`src/rtl/or1200_ld_insn_fifo_ctrl.sv`:
```
// or1200_ld_insn_fifo_ctrl: in-order load tag FIFO controller over an external RAM, with flush drain
module or1200_ld_insn_fifo_ctrl #(
    parameter int aw = 4,
    parameter int dw = 1
) (
    input  logic          clk,
    input  logic          rst,
    input  logic          issue_valid,
    input  logic [dw-1:0] issue_tag,
    output logic          issue_stall,
    input  logic          mem_ack,
    output logic          pop_valid,
    output logic [dw-1:0] pop_tag,
    input  logic          flush,
    output logic          ram_ce_w,
    output logic [aw-1:0] ram_waddr,
    output logic [dw-1:0] ram_din,
    output logic          ram_ce_r,
    output logic [aw-1:0] ram_raddr,
    input  logic [dw-1:0] ram_dout,
    output logic [aw:0]   count,
    output logic          full,
    output logic          empty,
    output logic          underflow_err
);
    typedef enum logic {RUN, DRAIN} state_t;
    localparam logic [aw:0] depth = {1'b1, {aw{1'b0}}};
    state_t        state;
    logic [aw-1:0] wptr, rptr;
    logic [aw:0]   drain_cnt, drain_nxt;
    logic          run, push, pop;
    assign run         = rst && state == RUN;
    assign full        = count == depth;
    assign empty       = count == '0;
    assign issue_stall = full || state == DRAIN;
    assign push        = run && issue_valid && !full && !flush;
    assign pop         = run && mem_ack && !empty;
    assign ram_ce_w    = push;
    assign ram_waddr   = wptr;
    assign ram_din     = issue_tag;
    assign ram_ce_r    = pop;
    assign ram_raddr   = rptr;
    assign pop_tag     = pop_valid ? ram_dout : '0;
    assign drain_nxt   = count - (aw+1)'(pop);
    // pointer/occupancy bookkeeping, flush drain FSM and sticky underflow flag
    always_ff @(posedge clk or negedge rst) begin
        if (!rst) begin
            state         <= RUN;
            wptr          <= '0;
            rptr          <= '0;
            count         <= '0;
            drain_cnt     <= '0;
            pop_valid     <= 1'b0;
            underflow_err <= 1'b0;
        end else if (state == RUN) begin
            pop_valid <= pop && !flush;
            if (mem_ack && empty) underflow_err <= 1'b1;
            if (flush) begin
                wptr      <= '0;
                rptr      <= '0;
                count     <= '0;
                drain_cnt <= drain_nxt;
                state     <= drain_nxt != '0 ? DRAIN : RUN;
            end else begin
                wptr  <= wptr + aw'(push);
                rptr  <= rptr + aw'(pop);
                count <= count + (aw+1)'(push) - (aw+1)'(pop);
            end
        end else begin
            pop_valid <= 1'b0;
            if (drain_cnt == '0) state <= RUN;
            else if (mem_ack) begin
                drain_cnt <= drain_cnt - (aw+1)'(1);
                state     <= drain_cnt == (aw+1)'(1) ? RUN : DRAIN;
            end
        end
    end
endmodule

```
`config.mk`:
```
export PLATFORM = sky130hd
export DESIGN_NAME = or1200_ld_insn_fifo_ctrl
export DESIGN_NICKNAME = d
export VERILOG_FILES = /design/src/rtl/or1200_ld_insn_fifo_ctrl.sv
export SDC_FILE = /design/constraint.sdc
export NUM_CORES = 1
export LEC_CHECK = 0
export BUFFER_PORTS_ARGS = -buffer_cell sky130_fd_sc_hd__buf_2
export CORE_ASPECT_RATIO = 0.6
export CORE_UTILIZATION = 30
export DETAILED_ROUTE_END_ITERATION = 10
export MAX_ROUTING_LAYER = met4
export SLEW_MARGIN = 20
export SYNTH_ARGS = -nofsm -noshare
export SYNTH_HDL_FRONTEND = slang
export SYNTH_SLANG_ARGS = --single-unit
```
`constraint.sdc`:
```
create_clock -name clk -period 3.5 [get_ports clk]
set_input_delay 1.05 -clock clk [delete_from_list [all_inputs] [get_ports clk]]
set_output_delay 1.05 -clock clk [all_outputs]
set_load 0.005 [all_outputs]
```
==> results of run 1 <==
-- layer usage --
layer | vias up | track usage [%]
li1 | 638 | -
met5 | - | -
met1 | 592 | 23.3
met2 | 30 | 20.0
met3 | 2 | 3.25
met4 | 0 | 1.32
-- placed cells by master, fill, tap and decap left out, types with 5 or more instances in the layout --
| cell type | Yosys | routed |
|---|---|---|
| o21ai_0 | 14 | 14 |
| nor2_1 | 10 | 10 |
| nor3_1 | 6 | 6 |
| dfrtp_1 | 21 | 21 |
| ha_1 | 15 | 15 |
| nand2b_1 | 8 | 8 |
| a21oi_1 | 8 | 8 |
| inv_1 | 10 | 10 |
| nand2_1 | 14 | 14 |
| buf_4 | 2 | 5 |
| buf_2 | 1 | 26 |
-- flip-flops by register name (all words and copies together), names as in the netlist --
register	flops
pop_valid	1
ram_waddr	4
underflow_err	1
drain_cnt	5
state	1
count	5
ram_raddr	4
-- layout make-up --
type / instances / area [um2]
Clock inverter: 1 / 5.00
Timing Repair Buffer: 31 / 168
Multi-Input combinational cell: 125 / 906
Sequential cell: 21 / 526
Inverter: 10 / 37.5
Tap cell: 63 / 78.8
Clock buffer: 3 / 41.3
Fill cell: 486 / 2920
-- through the flow --
step	util (%)	instances	area (um2)	hold slack (ns)	power, uW
final	37.6	254	1760	0.469	1500
after global routing	37.6	254	1760	0.503	1630
after CTS	37.6	254	1760	0.476	1500
after detailed placement	36.6	250	1720	0.457	1330
after global placement	36.6	250	1720	0.450	1340
after floorplan	-	163	1500	0.466	1060
-- report_power, final --
part           total [uW]  internal [uW]  leakage (uW)  switching (uW)
clock network         161           79.3     0.0000255            81.7
registers             502            342      0.000257             160
logic                 833            390      0.000551             442
-- cells by family after synthesis --
family	count (synthesis)	share of synthesized area, %
buffers and inverters	17	4.82
XOR/XNOR	5	2.91
adder cells (fa/ha/maj)	16	13.8
flip-flops	21	34.9
AO/OA/AOI/OAI	41	17.4
AND/OR/NAND/NOR	62	25.5
multiplexers	1	0.666
-- worst max path at each step --
stage	from	end
after floorplan	flush	count[4]$_DFFE_PN0N_
after global placement	mem_ack	count[4]$_DFFE_PN0N_
after detailed placement	rst	count[4]$_DFFE_PN0N_
after CTS	count[3]$_DFFE_PN0N_	ram_ce_w
after global routing	count[3]$_DFFE_PN0N_	ram_ce_w
final	count[3]$_DFFE_PN0N_	ram_ce_w
==> results.sh, run 1 <==
export IMPL_hold_viol=0
export IMPL_cp_depth=6
export IMPL_crit_fanout=8
export IMPL_critPathTopFamily="simple AND/OR/NAND/NOR gates"
export IMPL_core_um2=4680
export IMPL_num_vias=1262
export IMPL_synth_cells=163
export IMPL_reg2reg_slack_ns=0.68
export IMPL_cpMaxStageDelayCell="dfrtp_1"
export IMPL_critPathKind="reg2out"
export IMPL_cpPeakStageDelay_ns=0.49
export IMPL_whs_endpoint="underflow_err$_DFFE_PN0P_"
export IMPL_peakVddDrop_v=0.000309
export IMPL_power_leakage_uw=0.000834
export IMPL_wirelength_um=3570
export IMPL_diodes=0
export IMPL_cts_setup_buffers=0
export IMPL_endpoint_kind="output port"
export IMPL_min_from="underflow_err$_DFFE_PN0P_"
export IMPL_ys_async_sr_fraction_pct=100
export IMPL_clk_latency_ns=0.26
export IMPL_die_x_um=93.4
export IMPL_gp_congestion=0.796
export IMPL_overflow=0
export IMPL_syn_area_um2=1500
export IMPL_synthTopCellsByArea="dfrtp_1 (35%), ha_1 (12%), o21ai_0 (4.7%), nand2_1 (3.5%), nand2b_1 (3.3%)"
export IMPL_drt_iter0_markers=47
export IMPL_routedWlPerCell_um=14.0
export IMPL_route_met2_wl_um=1390
export IMPL_slew_headroom_pct=70.5
export IMPL_final_antenna_net_count=0
export IMPL_layout_worst_path_cycle_share_pct=85.7
export IMPL_clk_path_buf_depth=2
export IMPL_drt_pass1_iter_count=4
export IMPL_yosysSeqAreaShare_pct=34.9
export IMPL_crit_required_ns=2.45
export IMPL_post_cts_resized=0
export IMPL_postCtsHoldBufs=0
export IMPL_cts_buffers_inserted=3
export IMPL_grt_pass1_wl_um=5980
export IMPL_crit_buf_inv=3
export IMPL_grt_max_degree=21
export IMPL_finalSetupViolCount=0
export IMPL_cts_sinks=21
export IMPL_ys_seq_elements=21
export IMPL_via_per_inst=4.97
export IMPL_portBuffers=26
export IMPL_cts_tree="done"
export IMPL_fp_dieArea_um2=5310
export IMPL_area_delta_synth_final_pct=17.1
export IMPL_synth_edf_count=0
export IMPL_nets=215
export IMPL_drv_cap=0
export IMPL_p_per_area_nw_per_um2=849
export IMPL_critPathMostFrequentCell="inv_1"
export IMPL_rows=19
export IMPL_finalCriticalPeriod_ns=3.00
export IMPL_wl_met3_um=163
export IMPL_rr_worst_depth=13
export IMPL_arrival_ns=1.95
export IMPL_synth_cells_most_frequent="dfrtp_1 (21), ha_1 (15), nand2_1 (14), o21ai_0 (14)"
export IMPL_synth_flop_cell="dfrtp_1"
export IMPL_start_kind="flip-flop"
export IMPL_wl_met1_um=2010
export IMPL_yosys_warnings=0
export IMPL_grt_pass1_vias=1169
export IMPL_holdPathStages=1
export IMPL_syn_mean_instance_area_um2=9.23
export IMPL_yosys_cell_count_top_type="dfrtp_1"
export IMPL_clock_root_buffer="clkbuf_8"
export IMPL_start_util_pct=32.1
export IMPL_layout_setup_ws_ns=0.501
export IMPL_reg2reg_from="count[3]$_DFFE_PN0N_"
export IMPL_drive_gt1_share_pct=22.5
export IMPL_worstPathCellList="inv_1 -> ha_1 -> inv_1 -> nor4b_1 -> nor2_1 -> buf_2"
export IMPL_finClkSkew_ns=0.00532
export IMPL_fmax_mhz=333
export IMPL_timing_rr_end="count[4]$_DFFE_PN0N_"
export IMPL_dpl_worst_slack_ns=0.574
export IMPL_hp_class="reg2reg"
export IMPL_synth_top_area_cell="dfrtp_1"
export IMPL_cts_max_level=1
export IMPL_report_final_slew_viol_count=0
export IMPL_ioPinCount=29
export IMPL_die_y_um=56.8
export IMPL_syn_nets=186
export IMPL_outcome="finished, final reports clean"
export IMPL_synth_cell_types=47
export IMPL_netlist_area_leader_share_pct=34.9
export IMPL_place_detailed_hpwl_um=2810
export IMPL_grt_usage_pct=15.0
export IMPL_clk_pin_slew_worst_paths_ns=0.08
export IMPL_maxUsedRoutingLayer="met4"
export IMPL_tns_ns=0
export IMPL_rsz0062_at_grt="false"
export IMPL_grt_antenna_before_repair=0
export IMPL_worst_pin_slew_ns=0.437
export IMPL_route_detailed_drc=0
Power figures use the tool's default switching activity.
==> inputs of run 2 (changes only) <==
--- a/config.mk
+++ b/config.mk
@@ -9,6 +9,7 @@
 export CORE_ASPECT_RATIO = 0.6
 export CORE_UTILIZATION = 30
 export DETAILED_ROUTE_END_ITERATION = 10
+export GPL_TIMING_DRIVEN = 0
 export MAX_ROUTING_LAYER = met4
 export SLEW_MARGIN = 20
 export SYNTH_ARGS = -nofsm -noshare
==> run 2 against run 1 <==
  * Non-clock buffer count up 3
  * Routed wire length up 1.1%
  * First-iteration DRC count is 4.3% higher
  * Worst hold slack improved by 0.016 ns
  * Core utilization up 0.053 points
  * Sequential share of layout area barely moved
  * Cell area increased by 0.14%
  * Sequential power is 7.8% lower
  * Critical path type is now in2out
==> results.sh, run 2 (synthesis gave the netlist of run 1 again) <==
export IMPL_die_x_um=93.4
export IMPL_drt_iter0_markers=49
export IMPL_reg_largest_list="count x5, drain_cnt x5"
export IMPL_rows=19
export IMPL_nets=218
export IMPL_via_per_inst=4.84
export IMPL_postCtsHoldBufs=0
export IMPL_grt_max_degree=24
export IMPL_finClkSkew_ns=0.00483
export IMPL_layout_worst_path_cycle_share_pct=89.9
export IMPL_overflow=0
export IMPL_worst_pin_slew_ns=0.567
export IMPL_finalSetupViolCount=0
export IMPL_clk_path_buf_depth=2
export IMPL_fmax_mhz=318
export IMPL_hold_viol=0
export IMPL_portBuffers=27
export IMPL_finalInstanceArea_um2=1760
export IMPL_worstPathCellList="buf_2 -> clkbuf_1 -> nand4b_1 -> nor2_1 -> buf_2"
export IMPL_core_um2=4680
export IMPL_fp_dieArea_um2=5310
export IMPL_wirelength_um=3610
export IMPL_routedWlPerCell_um=14.0
export IMPL_wl_met1_um=1970
export IMPL_endpoint_kind="output port"
export IMPL_layout_commonest_cell="buf_2"
export IMPL_route_detailed_drc=0
export IMPL_p_per_area_nw_per_um2=845
export IMPL_placed_cell_area_um2=1720
export IMPL_critPathTopFamily="buffers and inverters"
export IMPL_clock_root_buffer="clkbuf_8"
export IMPL_seqPwrFrac_pct=31.1
export IMPL_start_util_pct=32.1
export IMPL_crit_required_ns=2.45
export IMPL_p_comb_share_pct=57.8
export IMPL_crit_buf_inv=3
export IMPL_area_delta_synth_final_pct=17.3
export IMPL_cpMaxStageDelayCell="clkbuf_1"
export IMPL_critPathKind="in2out"
export IMPL_tns_ns=0
export IMPL_post_cts_resized=0
export IMPL_internal_power_uw=810
export IMPL_place_detailed_hpwl_um=2780
export IMPL_drt_pass1_iter_count=4
export IMPL_grt_usage_pct=15.2
export IMPL_ioPinCount=29
export IMPL_start_kind="input pin"
export IMPL_final_antenna_net_count=0
export IMPL_layout_setup_ws_ns=0.354
export IMPL_die_y_um=56.8
export IMPL_outcome="finished, final reports clean"
export IMPL_clk_pin_slew_worst_paths_ns=0.08
export IMPL_gp_congestion=0.817
export IMPL_wl_met3_um=185
export IMPL_clk_latency_ns=0.26
export IMPL_slew_headroom_pct=62.1
export IMPL_final_cell_mix="buf_2 (28), dfrtp_1 (21), ha_1 (15)"
export IMPL_rsz0062_at_grt="false"
export IMPL_grt_pass1_vias=1176
export IMPL_drv_cap=0
export IMPL_grt_pass1_wl_um=5980
export IMPL_finalCriticalPeriod_ns=3.15
export IMPL_switching_share_pct=45.7
export IMPL_critPathMostFrequentCell="buf_2"
export IMPL_power_leakage_uw=0.000833
export IMPL_nFillCells=488
export IMPL_dpl_worst_slack_ns=0.135
export IMPL_cts_setup_buffers=0
export IMPL_power_share_clock_pct=11.1
export IMPL_maxUsedRoutingLayer="met4"
export IMPL_p_switching_uw=682
export IMPL_grt_antenna_before_repair=0
export IMPL_cts_buffers_inserted=3
export IMPL_reg2reg_slack_ns=0.42
export IMPL_drive_gt1_share_pct=21.6
export IMPL_cts_max_level=1
export IMPL_crit_fanout=10
export IMPL_arrival_ns=2.10
export IMPL_diodes=0
export IMPL_peakVddDrop_v=0.000377
export IMPL_num_vias=1244
export IMPL_hp_class="reg2reg"
export IMPL_cts_sinks=21
export IMPL_report_final_slew_viol_count=0
export IMPL_cts_tree="done"
export IMPL_route_met2_wl_um=1440
export IMPL_cpPeakStageDelay_ns=0.25
[run 2: path summary, 6_finish.rpt]
check                                           from                        end  cells past startpoint
max                                            flush                   ram_ce_w                      5
max reg2reg                     count[3]$_DFFE_PN0N_       count[4]$_DFFE_PN0N_                     13
min                        underflow_err$_DFFE_PN0P_  underflow_err$_DFFE_PN0P_                      1
min in group asynchronous                        rst   drain_cnt[1]$_DFFE_PN0P_                      1
min reg2reg                underflow_err$_DFFE_PN0P_  underflow_err$_DFFE_PN0P_                      1
max in group asynchronous                        rst       count[2]$_DFFE_PN0N_                      1
[run 2: cell type report]
type                    instances  area, um2  area share [%]
repair buffers                 27        135            7.66
multi-input cells             125        906            51.3
clock inverters                 1       5.00           0.284
plain buffers                   7       35.0            1.99
flip-flops and latches         21        526            29.8
inverters                      10       37.5            2.13
well taps                      63       78.8            4.47
clock buffers                   3       41.3            2.34
[run 2: power groups by stage]
stage	sequential [uW]	combinational, uW	clock, uW
floorplan	451	606	0
global placement	466	854	0
detailed placement	469	862	0
CTS	464	871	170
global route	482	983	179
finish	463	862	166
[run 2: routing by layer]
metal / vias to the layer above / global-route usage [%]
met4: 0 / 1.98
li1: 646 / -
met5: - / -
met3: 2 / 3.39
met2: 27 / 21.6
met1: 569 / 22.4
[run 2: metrics by stage]
| stage | util (%) | hold slack, ns | cells | power [uW] |
|---|---|---|---|---|
| 5_1_grt | 37.7 | 0.514 | 257 | 1640 |
| 6_report | 37.7 | 0.485 | 257 | 1490 |
| 2_1_floorplan | - | 0.466 | 163 | 1060 |
| 4_1_cts | 37.7 | 0.497 | 257 | 1500 |
| 3_5_place_dp | 36.7 | 0.478 | 253 | 1330 |
| 3_3_place_gp | 36.7 | 0.451 | 253 | 1320 |
[run 2: worst reg2reg max path: stages, from the launching register on]
cell      delay [ns]
dfrtp_1         0.38
buf_2           0.18
inv_1           0.12
ha_1            0.20
nor4b_4         0.50
nor3_2          0.15
a21oi_2         0.22
inv_1           0.07
ha_1            0.21
fa_1            0.40
nand2b_1        0.14
a21oi_1         0.11
xnor2_1         0.13
a21o_1          0.16
